File: config.mk
export PLATFORM = sky130hd
export DESIGN_NAME = mux_rr_arbiter
export DESIGN_NICKNAME = d
export VERILOG_FILES = /design/src/rtl/mux_rr_arbiter.sv
export SDC_FILE = /design/constraint.sdc
export NUM_CORES = 1
export LEC_CHECK = 0
export ABC_AREA = 0
export ABC_CLOCK_PERIOD_IN_PS = 3600
export CAP_MARGIN = 0
export CORE_MARGIN = 1
export CORE_UTILIZATION = 47
export CTS_CLUSTER_DIAMETER = 40
export CTS_CLUSTER_SIZE = 16
export DETAILED_ROUTE_END_ITERATION = 8
export MAX_ROUTING_LAYER = met4
export PLACE_DENSITY = 0.82
export SYNTH_ARGS = -nofsm -noshare
export SYNTH_HDL_FRONTEND = slang
export SYNTH_SLANG_ARGS = --single-unit
File: constraint.sdc
create_clock -name i_clk -period 3.6 [get_ports i_clk]
set_input_delay 0.54 -clock i_clk [delete_from_list [all_inputs] [get_ports i_clk]]
set_output_delay 0.54 -clock i_clk [all_outputs]
set_load 0.005 [all_outputs]
File: src/rtl/mux_rr_arbiter.sv
// rtl/mux_rr_arbiter.sv - round-robin arbiter and sequencer driving a shared N:1 mux select
module mux_rr_arbiter #(
    parameter int DATA_WIDTH = 8,
    parameter int INPUTS     = 4,
    parameter int ADDR_WIDTH = (INPUTS > 1) ? $clog2(INPUTS) : 1
) (
    input  logic                  i_clk,
    input  logic                  i_rst,
    input  logic [INPUTS-1:0]     i_req,
    input  logic [INPUTS-1:0]     i_last,
    input  logic                  i_out_ready,
    output logic [ADDR_WIDTH-1:0] o_sel,
    output logic [INPUTS-1:0]     o_grant,
    output logic                  o_out_valid,
    output logic [INPUTS-1:0]     o_ack,
    output logic                  o_busy
);

    localparam logic ST_IDLE  = 1'b0;
    localparam logic ST_GRANT = 1'b1;

    // DATA_WIDTH only sizes the mux datapath that o_sel steers; it is
    // referenced here so a nonsensical width is at least visible at elaboration.
    if (DATA_WIDTH < 1) begin : g_data_width_invalid
    end

    logic                  r_state;
    logic [ADDR_WIDTH-1:0] r_ptr;
    logic [ADDR_WIDTH-1:0] r_sel;
    logic [INPUTS-1:0]     r_grant;

    logic [ADDR_WIDTH-1:0] w_pick;
    logic [INPUTS-1:0]     w_pick_oh;
    logic                  w_any_req;
    logic                  w_req_sel;
    logic                  w_last_sel;
    logic                  w_xfer;
    logic                  w_end;

    // Round-robin search: first set request at ptr+1, ptr+2, ... wrapping at
    // INPUTS. Iterating from the farthest offset down lets the nearest win.
    always_comb begin
        w_pick    = '0;
        w_pick_oh = '0;
        for (int k = INPUTS; k >= 1; k--) begin
            if (i_req[(int'(r_ptr) + k) % INPUTS]) begin
                w_pick    = ADDR_WIDTH'((int'(r_ptr) + k) % INPUTS);
                w_pick_oh = INPUTS'(1) << ((int'(r_ptr) + k) % INPUTS);
            end
        end
    end

    assign w_any_req = |i_req;

    // The grant vector is one-hot on the selected requester while busy and
    // zero otherwise, so masking with it picks req/last of the owner only.
    assign w_req_sel  = |(i_req & r_grant);
    assign w_last_sel = |(i_last & r_grant);

    assign o_busy      = (r_state == ST_GRANT);
    assign o_out_valid = o_busy && w_req_sel;
    assign w_xfer      = o_out_valid && i_out_ready;
    assign o_ack       = w_xfer ? r_grant : '0;
    assign w_end       = !w_req_sel || (w_xfer && w_last_sel);

    assign o_sel   = r_sel;
    assign o_grant = r_grant;

    // Arbitration and transaction tracking; sel is left untouched when a
    // transaction ends so the mux path stays stable through the idle bubble.
    always_ff @(posedge i_clk or posedge i_rst) begin
        if (i_rst) begin
            r_state <= ST_IDLE;
            r_ptr   <= ADDR_WIDTH'(INPUTS - 1);
            r_sel   <= '0;
            r_grant <= '0;
        end else begin
            case (r_state)
                ST_IDLE: begin
                    if (w_any_req) begin
                        r_state <= ST_GRANT;
                        r_sel   <= w_pick;
                        r_ptr   <= w_pick;
                        r_grant <= w_pick_oh;
                    end
                end
                default: begin
                    if (w_end) begin
                        r_state <= ST_IDLE;
                        r_grant <= '0;
                    end
                end
            endcase
        end
    end

endmodule

==> results.md, run 1 <==
- Clock Tree Buf Depth: 2
- Total global routing track utilization: 0.225
- Chip Width: 44.3 microns
- Worst setup slack after layout: 0.720 ns
- Hold Vio Cnt, Final: 0
- Cell area power density: 871 nW/um^2
- Final critical-path required period: 2.88 ns
- Max frequency: 347 MHz
- Total area of multi-input combinational cells: 562 sq um
- Most prevalent standard cell on the critical path: sky130_fd_sc_hd__clkdlybuf4s50_1
- Final core utilization: 0.683
- Remaining max-slew budget at the tightest pin: 0.636
- Layout cells sized above 1: 0.113
- Via density: 5.95
- CP cell instances: clkdlybuf4s50_1 > a22o_1 > o21ai_1 > inv_1 > and3_1 > clkdlybuf4s50_1
- Max_cap viols: 0
- Maximum clock skew at final layout: 0.00280 ns
- # hold bufs at CTS: 0
- Slowest stage cell, crit path: sky130_fd_sc_hd__clkdlybuf4s50_1
- Leftover overflow at the end of global routing: 0
- TritonRoute pass-1 iters: 6
- Total via count after detailed routing: 774
- Critical path start-end classification: primary input to primary output
- Post-route fraction of the period consumed by the critical path: 0.800
- Number of port buffers: 22
- Row count: 14
- Seq cells post-synth: 9
- Number of diodes added for antenna fixing: 0
- Type of element launching the critical path: primary input
- Unrepaired setup endpoints after global routing: no
- Pin slew with the least headroom to its limit: 0.544 ns
- Area share of the largest cell type after synthesis: 0.209
- Cell variety after synth: 33
- Area added between synthesis and finish: 29.7%
- Initial core utilization: 0.527
- Required time of the critical path: 3.06 ns
- First-pass GRT wire length: 3140 microns
- Highest cell delay on the worst timing path: 0.56 ns
- Nets: 124
- Worst skew pair latency: 0.26 ns
- Top cell type by total area after synthesis: sky130_fd_sc_hd__dfrtp_1
- Register area share after synthesis: 0.271
- Syn_area_per_cell: 9.88 sq um
- Count of filler cells inserted in the layout: 126
- Post CTS Setup Buffer Count: 0
- DRC violations left: 0
- Number of flops mapped to enable cells by yosys: 0
- Maximum fanout encountered on the critical timing path: 9
- Share of synthesized registers carrying an async set or reset: 1.00
- Floorplan Core Area: 1590 sq um
- I/O pins: 23
- Cells after synthesis: 85
- H-tree depth: 1
- CP arrival: 2.34 ns
- Warnings from Yosys: 0
- Pre-CTS setup slack: 0.731 ns
- Most frequent cells in the layout: 22 x sky130_fd_sc_hd__clkdlybuf4s50_1, 7 x sky130_fd_sc_hd__dfrtp_1, 6 x sky130_fd_sc_hd__inv_1, 6 x sky130_fd_sc_hd__ha_1
- Initial detailed-routing violation count: 38
- Largest voltage drop on the vdd net: 0.496 mV
- TritonCTS clock tree: built
- Initial antenna violation count: 0
- Predominant post-synthesis flop cell: sky130_fd_sc_hd__dfrtp_1
- Cell at the root of the clock tree: sky130_fd_sc_hd__clkbuf_4
- Via count of the first global-routing pass: 673
- Gpl congestion: 0.833
- Die span in y: 44.3 microns
- Type of the tightest min-delay check: flop to flop
- Largest net degree at the start of global routing: 15
- CP top delay family: buffers and inverters
- Die footprint: 1960 sq um
- Synth area leaders: sky130_fd_sc_hd__dfrtp_1 21%, sky130_fd_sc_hd__mux4_2 11%, sky130_fd_sc_hd__ha_1 8.9%
- Mean routed wirelength per cell: 15.2 microns
- Final TNS setup: 0 ns
- Area of the mapped netlist: 840 sq um
- Post-CTS sizing: 0
- Post-route antenna net violation count: 0
- Number of clock sinks: 9
- Clock transition at the registers of the reported paths: 0.06 ns
- Static Leakage: 0.000481 uW
- Number of slew-limit violations in the final report: 0
- Number of buffers inserted during clock tree synthesis: 3
- Footprint of the flip-flops and latches: 228 sq um
- Critical path capture point type: primary output
- Most common cell after layout, fill and taps aside: sky130_fd_sc_hd__clkdlybuf4s50_1
- Setup violators final: 0
- Buf+Inv Stages, Crit Path: 3
- Routed wire length: 1970 microns
- Synthesized Nets: 102
- Post-DP HPWL: 1530 microns
- Outcome: complete, no violations
-- kinds of logic (layout without fill, tap and decap cells) --
| kind of cell | Yosys count | after routing | share of synthesized area |
|---|---|---|---|
| buf+inv | 11 | 32 | 0.0596 |
| simple gates | 19 | 19 | 0.131 |
| flops | 9 | 9 | 0.271 |
| fa+ha+maj | 6 | 6 | 0.0894 |
| compound gates | 33 | 33 | 0.306 |
| mux | 7 | 7 | 0.143 |
-- per-layer routing --
metal,GRT usage,wire (microns),vias to the layer above
met3,0.0571,81,2
met1,0.296,914,374
met5,-,0,-
li1,-,-,372
met4,0.0606,13,0
met2,0.344,964,26
-- final timing paths --
kind / to / depth (start not counted) / slack (ns) / start
worst max register to register: o_grant[3] / 6 / 0.90 / r_ptr[0]
max in group asynchronous: r_ptr[1] / 2 / 2.77 / i_rst
worst max-delay path: o_ack[3] / 6 / 0.72 / i_req[1]
min in group asynchronous: o_busy / 2 / 0.54 / i_rst
worst min register to register: o_sel[1] / 2 / 0.48 / o_sel[1]
worst min-delay path: o_sel[1] / 2 / 0.48 / o_sel[1]
-- metrics by stage --
stage                     instances  hold slack, ns  instance area (sq um)  power, uW
after floorplan                  85           0.366                    840        685
after global placement          126           0.467                   1060        853
after detailed placement        126           0.472                   1060        866
after CTS                       130           0.485                   1090        947
after global routing            130           0.531                   1090       1030
final                           130           0.477                   1090        949
-- area by class of cell --
cell class              instances  share of cell area
multi-input cells              65               0.516
flip-flops and latches          9               0.209
repair buffers                 22               0.202
well taps                      24              0.0276
clock buffers                   4              0.0241
inverters                       6              0.0207
-- sequential cells by signal (all words and copies together) (netlist names) --
name and count:
o_grant 4, o_sel 2, r_ptr 2, o_busy 1
-- report_power, final --
| group | total [uW] | leakage [uW] | internal (uW) | switching (uW) |
|---|---|---|---|---|
| sequential | 232 | 0.000110 | 158 | 73.5 |
| combinational | 640 | 0.000357 | 342 | 298 |
| clock | 77.0 | 0.0000150 | 42.7 | 34.4 |
| total | 949 | 0.000481 | 543 | 406 |
-- worst register-to-register path, stage by stage, from the launching register on --
cell and delay (ns):
sky130_fd_sc_hd__dfstp_2 0.72, sky130_fd_sc_hd__inv_1 0.17, sky130_fd_sc_hd__ha_1 0.48, sky130_fd_sc_hd__mux4_2 0.40, sky130_fd_sc_hd__nor2b_1 0.20, sky130_fd_sc_hd__a221o_1 0.37
sky130_fd_sc_hd__a32o_1 0.25
-- cells in the mapped netlist, types with 2 or more instances --
library cell               number
sky130_fd_sc_hd__and3_1         4
sky130_fd_sc_hd__ha_1           6
sky130_fd_sc_hd__a21o_1         4
sky130_fd_sc_hd__a32o_1         4
sky130_fd_sc_hd__dfrtp_1        7
sky130_fd_sc_hd__a22oi_1        2
sky130_fd_sc_hd__nand2_1        2
sky130_fd_sc_hd__o21ai_0        3
sky130_fd_sc_hd__a21oi_1        3
sky130_fd_sc_hd__dfstp_2        2
sky130_fd_sc_hd__nand2b_1       4
sky130_fd_sc_hd__clkbuf_1       3
sky130_fd_sc_hd__a22o_1         2
sky130_fd_sc_hd__inv_1          6
sky130_fd_sc_hd__o22ai_1        2
sky130_fd_sc_hd__nor2_1         4
sky130_fd_sc_hd__a221o_1        4
sky130_fd_sc_hd__mux2i_1        3
sky130_fd_sc_hd__mux4_2         4
sky130_fd_sc_hd__o21ai_1        2
sky130_fd_sc_hd__nor2b_1        2
Power figures use the tool's default switching activity.
==> run 2: changes to the inputs <==
--- a/config.mk
+++ b/config.mk
@@ -6,15 +6,15 @@
 export NUM_CORES = 1
 export LEC_CHECK = 0
 export ABC_AREA = 0
-export ABC_CLOCK_PERIOD_IN_PS = 3600
+export ABC_CLOCK_PERIOD_IN_PS = 2600
 export CAP_MARGIN = 0
 export CORE_MARGIN = 1
-export CORE_UTILIZATION = 47
+export CORE_UTILIZATION = 42
 export CTS_CLUSTER_DIAMETER = 40
 export CTS_CLUSTER_SIZE = 16
 export DETAILED_ROUTE_END_ITERATION = 8
 export MAX_ROUTING_LAYER = met4
-export PLACE_DENSITY = 0.82
+export PLACE_DENSITY = 0.78
 export SYNTH_ARGS = -nofsm -noshare
 export SYNTH_HDL_FRONTEND = slang
 export SYNTH_SLANG_ARGS = --single-unit
==> constraint.sdc (replaced) <==
create_clock -name i_clk -period 2.6 [get_ports i_clk]
set_input_delay 0.39 -clock i_clk [delete_from_list [all_inputs] [get_ports i_clk]]
set_output_delay 0.39 -clock i_clk [all_outputs]
set_load 0.005 [all_outputs]
==> results.md, run 2 (same netlist as run 1, synthesis figures left out) <==
- Post-route fraction of the period consumed by the critical path: 0.961
- Leftover overflow at the end of global routing: 0
- Post CTS Setup Buffer Count: 0
- I/O pins: 23
- Worst skew pair latency: 0.26 ns
- Hold Vio Cnt, Final: 0
- Nets: 131
- Final critical-path required period: 2.50 ns
- Total via count after detailed routing: 818
- Clock Tree Buf Depth: 2
- DRC violations left: 0
- Largest voltage drop on the vdd net: 0.817 mV
- Met1 routing resource usage after global routing: 0.246
- First-pass GRT wire length: 3190 microns
- Mean routed wirelength per cell: 14.6 microns
- Die footprint: 2180 sq um
- Required time of the critical path: 2.21 ns
- Critical path start-end classification: primary input to primary output
- Post-CTS sizing: 0
- Maximum fanout encountered on the critical timing path: 7
- Initial core utilization: 0.466
- Final TNS setup: 0 ns
- Number of diodes added for antenna fixing: 0
- Count of filler cells inserted in the layout: 165
- Remaining max-slew budget at the tightest pin: 0.670
- Number of buffers inserted during clock tree synthesis: 3
- Reg2reg path depth: 6
- Row count: 15
- Global routing usage on met2: 0.375
- Static Leakage: 0.000515 uW
- Pin slew with the least headroom to its limit: 0.494 ns
- Type of the tightest min-delay check: primary input to async pin
- Post-DP HPWL: 1620 microns
- Maximum clock skew at final layout: 0.00168 ns
- Floorplan Core Area: 1800 sq um
- # hold bufs at CTS: 0
- Chip Width: 46.7 microns
- Most frequent cells in the layout: 22 x sky130_fd_sc_hd__clkdlybuf4s50_1, 7 x sky130_fd_sc_hd__dfrtp_1, 7 x sky130_fd_sc_hd__buf_4, 6 x sky130_fd_sc_hd__inv_1, 6 x sky130_fd_sc_hd__ha_1
- Via count of the first global-routing pass: 734
- Max frequency: 400 MHz
- Die span in y: 46.7 microns
- Unrepaired setup endpoints after global routing: no
- Number of slew-limit violations in the final report: 0
- Post-layout total power: 1370 uW
- Total global routing track utilization: 0.218
- Area added between synthesis and finish: 36.1%
- H-tree depth: 1
- Post-layout instance area: 1140 sq um
- Number of placed instances, taps included: 134
- Type of element launching the critical path: primary input
- Placed instance area: 1120 sq um
- Setup violators final: 0
- Number of standard cells in the final layout excluding fillers: 138
- CP arrival: 2.11 ns
- Routed wire length: 2010 microns
- Post-route antenna net violation count: 0
- TritonRoute pass-1 iters: 4
- Most common cell after layout, fill and taps aside: sky130_fd_sc_hd__clkdlybuf4s50_1
- Max FFs per register: 4
- Routing layer with the top usage in global route: met2
- Cell at the root of the clock tree: sky130_fd_sc_hd__clkbuf_4
- Via density: 5.93
- Clock transition at the registers of the reported paths: 0.06 ns
- Global-route met3 utilization: 0.0314
- TritonCTS clock tree: built
- Largest net degree at the start of global routing: 11
- Initial detailed-routing violation count: 13
- Initial antenna violation count: 0
- Outcome: complete, no violations
- Gpl congestion: 0.928
- Max_cap viols: 0
- Number of clock sinks: 9
- Number of port buffers: 22
- Critical path capture point type: primary output
- Layout cells sized above 1: 0.168
- Cell area power density: 1200 nW/um^2
## run 2: changes by cell type in the layout (fill, tap and decap cells not counted), sizes merged
cell	previous run	this run
buf	0	7
## run 2: stage by stage
stage / hold slack [ns] / setup slack, ns / util
after global placement: 0.466 / 0.142 / 0.619
after global routing: 0.426 / 0.00387 / 0.634
after detailed placement: 0.477 / 0.103 / 0.619
final: 0.391 / 0.101 / 0.634
after CTS: 0.400 / 0.103 / 0.634
after floorplan: 0.216 / 0.0539 / -
## run 2: cell type report
type	count	area, sq um	share of cell area
Inverter	6	22.5	0.0197
Multi-Input combinational cell	65	562	0.492
Timing Repair Buffer	29	273	0.239
Clock buffer	4	26.3	0.0230
Sequential cell	9	228	0.199
Tap cell	25	31.3	0.0274
## run 2: where the power goes
part	internal (uW)	switching (uW)
Clock	59.1	48.1
Sequential	218	80.7
Combinational	526	436
## run 2: final timing paths
| path | start | end | slack [ns] |
|---|---|---|---|
| max in group asynchronous | i_rst | r_ptr[0] | 1.91 |
| setup / recovery | i_req[1] | o_ack[2] | 0.10 |
| hold / removal | i_rst | o_sel[0] | 0.39 |
| min in group i_clk | o_sel[1] | o_sel[1] | 0.49 |
| setup reg to reg | r_ptr[1] | o_grant[1] | 0.21 |
| hold reg to reg | o_sel[1] | o_sel[1] | 0.49 |
## run 2: critical path, stage by stage
cell                              delay, ns
sky130_fd_sc_hd__clkdlybuf4s50_1       0.52
sky130_fd_sc_hd__a22o_1                0.28
sky130_fd_sc_hd__o21ai_1               0.19
sky130_fd_sc_hd__inv_1                 0.11
sky130_fd_sc_hd__and3_1                0.19
sky130_fd_sc_hd__clkdlybuf4s50_1       0.43
## run 2: routing by layer
| layer | wire length [microns] | vias to the layer above |
|---|---|---|
| li1 | - | 387 |
| met1 | 849 | 394 |
| met2 | 1020 | 32 |
| met3 | 102 | 5 |
| met4 | 41 | 0 |
| met5 | 0 | - |
==> run 3: changes to the inputs <==
--- a/config.mk
+++ b/config.mk
@@ -6,15 +6,15 @@
 export NUM_CORES = 1
 export LEC_CHECK = 0
 export ABC_AREA = 0
-export ABC_CLOCK_PERIOD_IN_PS = 2600
 export CAP_MARGIN = 0
-export CORE_MARGIN = 1
+export CORE_MARGIN = 5
 export CORE_UTILIZATION = 42
 export CTS_CLUSTER_DIAMETER = 40
 export CTS_CLUSTER_SIZE = 16
 export DETAILED_ROUTE_END_ITERATION = 8
 export MAX_ROUTING_LAYER = met4
 export PLACE_DENSITY = 0.78
+export SETUP_SLACK_MARGIN = 0.2
 export SYNTH_ARGS = -nofsm -noshare
 export SYNTH_HDL_FRONTEND = slang
 export SYNTH_SLANG_ARGS = --single-unit
==> results.md, run 3 (same netlist as run 1, synthesis figures left out) <==
- Initial core utilization: 0.432
- Number of clock sinks: 9
- H-tree depth: 1
- Number of port buffers: 22
- Clock transition at the registers of the reported paths: 0.07 ns
- Row count: 16
- TritonCTS clock tree: built
- First-pass GRT wire length: 4000 microns
- Final critical-path required period: 2.34 ns
- Hold Vio Cnt, Final: 0
- Most common cell after layout, fill and taps aside: sky130_fd_sc_hd__clkdlybuf4s50_1
- Area added between synthesis and finish: 40.1%
- R2R Setup Slk: 0.26 ns
- Routed wire length: 2520 microns
- Layout cells sized above 1: 0.211
- Remaining max-slew budget at the tightest pin: 0.654
- Gpl congestion: 0.888
- Chip Width: 54.7 microns
- Die footprint: 2990 sq um
- Worst skew pair latency: 0.27 ns
- Die span in y: 54.7 microns
- Worst setup slack after layout: 0.256 ns
- Setup violators final: 0
- Slowest stage cell, crit path: sky130_fd_sc_hd__dfstp_2
- Final core utilization: 0.606
- Post-DP HPWL: 1820 microns
- Outcome: complete, no violations
- CP cell instances: inv_1 > ha_4 > mux4_2 > nor2b_4 > a221o_1 > a32o_1
- Static Leakage: 0.000535 uW
- Final TNS setup: 0 ns
- Reg2reg start: r_ptr[0]
- CP arrival: 2.51 ns
- Timing endpoint of the critical path: o_grant[1]
- Post-route fraction of the period consumed by the critical path: 0.902
- Max frequency: 427 MHz
- Via density: 6.05
- Post-layout total power: 1480 uW
- Pin slew with the least headroom to its limit: 0.518 ns
- Via count of the first global-routing pass: 862
- Max_cap viols: 0
- Highest cell delay on the worst timing path: 0.62 ns
- Largest net degree at the start of global routing: 10
- Maximum fanout encountered on the critical timing path: 6
- CP top delay family: flip-flops
- Mean routed wirelength per cell: 17.9 microns
- Most frequent cells in the layout: 19 x sky130_fd_sc_hd__clkdlybuf4s50_1, 8 x sky130_fd_sc_hd__buf_4, 7 x sky130_fd_sc_hd__dfrtp_1, 5 x sky130_fd_sc_hd__inv_1, 5 x sky130_fd_sc_hd__ha_1
- Unrepaired setup endpoints after global routing: yes
- Pre-CTS setup slack: 0.0810 ns
- Number of diodes added for antenna fixing: 0
- Leftover overflow at the end of global routing: 0
- Total global routing track utilization: 0.190
- Maximum clock skew at final layout: 0.000727 ns
- Type of element launching the critical path: flop
- Initial antenna violation count: 0
- DRC violations left: 0
- Largest voltage drop on the vdd net: 0.701 mV
- Required time of the critical path: 2.77 ns
- I/O pins: 23
- Nets: 132
- Critical path start-end classification: flop to flop
- Number of buffers inserted during clock tree synthesis: 3
- Clock Tree Buf Depth: 2
- Number of slew-limit violations in the final report: 0
- Count of cell instances traversed by the critical path: 6
- TritonRoute pass-1 iters: 4
- Post-route antenna net violation count: 0
- Cell at the root of the clock tree: sky130_fd_sc_hd__clkbuf_4
- Buf+Inv Stages, Crit Path: 1
- Reg2reg end: o_grant[1]
- Initial detailed-routing violation count: 46
- Type of the tightest min-delay check: primary input to async pin
- Critical path capture point type: flop
- Floorplan Core Area: 1940 sq um
- Total via count after detailed routing: 853
- Cell area power density: 1260 nW/um^2
- Reg2reg path depth: 6
- Crit path from: r_ptr[0]
- Hold_ws: 0.394 ns
- Max FFs per register: 4
[run 3: cell types whose count changed in the layout (fill, tap and decap cells not counted), sizes merged]
cell           change
buf                +1
dlygate4sd2        +2
dlymetal6s2s       +1
clkdlybuf4s50      -3
[run 3: stage by stage]
stage,cells,cell area (sq um)
final,141,1180
after global routing,141,1180
after CTS,140,1150
after detailed placement,136,1130
after global placement,136,1130
after floorplan,85,851
[run 3: power by group]
| group | leakage, uW | switching, uW | total (uW) | internal [uW] |
|---|---|---|---|---|
| combinational | 0.000410 | 475 | 1050 | 572 |
| clock | 0.0000150 | 59.8 | 119 | 59.6 |
| sequential | 0.000110 | 94.1 | 313 | 218 |
[run 3: worst min path at each step]
stage | start | endpoint | slack (ns) | cells past startpoint
final | i_rst | o_busy | 0.39 | 2
after floorplan | i_rst | o_busy | 0.22 | 1
after detailed placement | o_sel[1] | o_sel[1] | 0.49 | 2
after global routing | i_rst | o_sel[0] | 0.43 | 2
after global placement | o_sel[1] | o_sel[1] | 0.48 | 2
after CTS | i_rst | o_grant[1] | 0.40 | 2
[run 3: timing repair]
action	4_1_cts	5_1_grt
endpoints found under the hold margin	0	0
pin swaps	0	1
gates resized for setup	3	3
endpoints found under the setup margin	4	8
buffers inserted	0	1
hold buffers	0	0
[run 3: metal layers]
| metal | vias up | part of all wire | GRT usage |
|---|---|---|---|
| li1 | 390 | - | - |
| met1 | 433 | 0.40 | 0.240 |
| met2 | 27 | 0.55 | 0.305 |
| met3 | 3 | 0.038 | 0.0109 |
| met4 | 0 | 0.013 | 0.0996 |
| met5 | - | 0 | - |
[run 3: worst register-to-register path: stages (launching register included)]
cell,delay (ns)
sky130_fd_sc_hd__dfstp_2,0.62
sky130_fd_sc_hd__inv_1,0.17
sky130_fd_sc_hd__ha_4,0.33
sky130_fd_sc_hd__mux4_2,0.34
sky130_fd_sc_hd__nor2b_4,0.16
sky130_fd_sc_hd__a221o_1,0.36
sky130_fd_sc_hd__a32o_1,0.25
[run 3: final cells by class]
class / instances / area, sq um
multi-input combinational: 65 / 586
inverter: 6 / 22.5
clock buffer: 4 / 26.3
tap: 27 / 33.8
fill: 185 / 766
sequential: 9 / 228
timing repair buffer: 30 / 280
==> variant (flow settings as in run 2) <==
`INPUTS`: 4 -> 8.
--- a/src/rtl/mux_rr_arbiter.sv
+++ b/src/rtl/mux_rr_arbiter.sv
@@ -2,5 +2,5 @@
 module mux_rr_arbiter #(
     parameter int DATA_WIDTH = 8,
-    parameter int INPUTS     = 4,
+    parameter int INPUTS     = 8,
     parameter int ADDR_WIDTH = (INPUTS > 1) ? $clog2(INPUTS) : 1
 ) (
Ports: changed (5 resized); port bits go from 23 to 40. The function was not compared with the original's and may differ.
==> variant against run 2 <==
- the run now ends with setup timing left
- wire length grew to 6.0 times the old value
- sequential cell count grew 6
- worst setup slack lost 370 ps
- non-clock buffer count grew 117
- critical path depth grew 4
- synthesized area grew to 3.1 times the old value
- design area grew to 3.7 times the old value
- register-to-register slack lost 480 ps
Power is not shown: default switching activity piles up to over one toggle a cycle in this logic, so the estimate is an artifact.
==> variant: results (changes against run 2) <==
outcome finished, violations left (was finished, final reports clean); failing checks setup timing; Crit-path slowest cell mux4_2 (was clkdlybuf4s50_1); fin worst setup slack -273.8 ps (was 100.8 ps); Largest register FFs 8 (was 4); worst reg2reg endpoint o_grant[5] (was o_grant[1]); syn nets 347 (was 102); largest net degree at the start of global routing 26 (was 11); Fillers 421 (was 165); ranking of synthesized cells by area dfrtp_1, a21oi_1, mux4_1 (was dfrtp_1, mux4_2, ha_1); layout cell share with drive strength beyond 1 44.59% (was 16.81%); Buffers, non-clock 146 (was 29); initial antenna violation count 1 (was 0); Pre-antenna DRT Iters 8 (was 4); DP Worst Slack -365.5 ps (was 102.8 ps); xor/xnor cell area share of the yosys netlist 1.671% (was 0%); routability cong. 1.009 (was 0.9283); vias in the first global route 3214 (was 734); GRT Util Overall 36.57% (was 21.83%); Die X 80.98 um (was 46.71 um); comb_multi_in 271 (was 65); top cells by count, synth a21oi_1, nand2_1, nor2_1 (was dfrtp_1, ha_1, inv_1); Placed Area 3694 um2 (was 1116 um2); met2 wire len 5.593 mm (was 1.016 mm); Arr. time, crit path 3070 ps (was 2110 ps); NonClk Buf Share 30.03% (was 23.88%); ClkCell Share 1.107% (was 2.300%); Fin Setup TNS -3012 ps (was 0 ps); Final Setup Violations 14 (was 0); clk_skew 1.995 ps (was 1.679 ps); post-DP HPWL 7.857 mm (was 1.621 mm); Avg Vias per Cell 6.923 (was 5.928); Vias 3600 (was 818); Port Buffers 39 (was 22); worst setup path endpoint o_grant[5] (was o_ack[2])
-- variant: worst min path at each step --
stage | end | slack, ps | from | cells past startpoint
global route | o_sel[2] | 600 | i_rst | 2
global placement | o_sel[2] | 510 | o_sel[2] | 2
finish | o_busy | 520 | i_rst | 2
detailed placement | o_sel[2] | 520 | o_sel[2] | 2
floorplan | o_busy | 290 | i_rst | 1
CTS | o_sel[2] | 540 | i_rst | 2
-- variant: what timing repair did --
item                                    CTS  global route
pin swaps                                12            27
endpoints found under the setup margin   22            22
hold endpoints to repair                  0             0
gates cloned                              1             1
buffers inserted                          5            13
resized for setup                        33            42
-- variant: worst register-to-register path: cells and delay by family, from the launching register on --
family                     cells  cell delay, ps
DFF                            1             570
adders and majority gates      1             280
AOI/OAI and AO/OA              2             510
muxes                          1             600
and+or+nand+nor                3             550
buffers and inverters          3             300
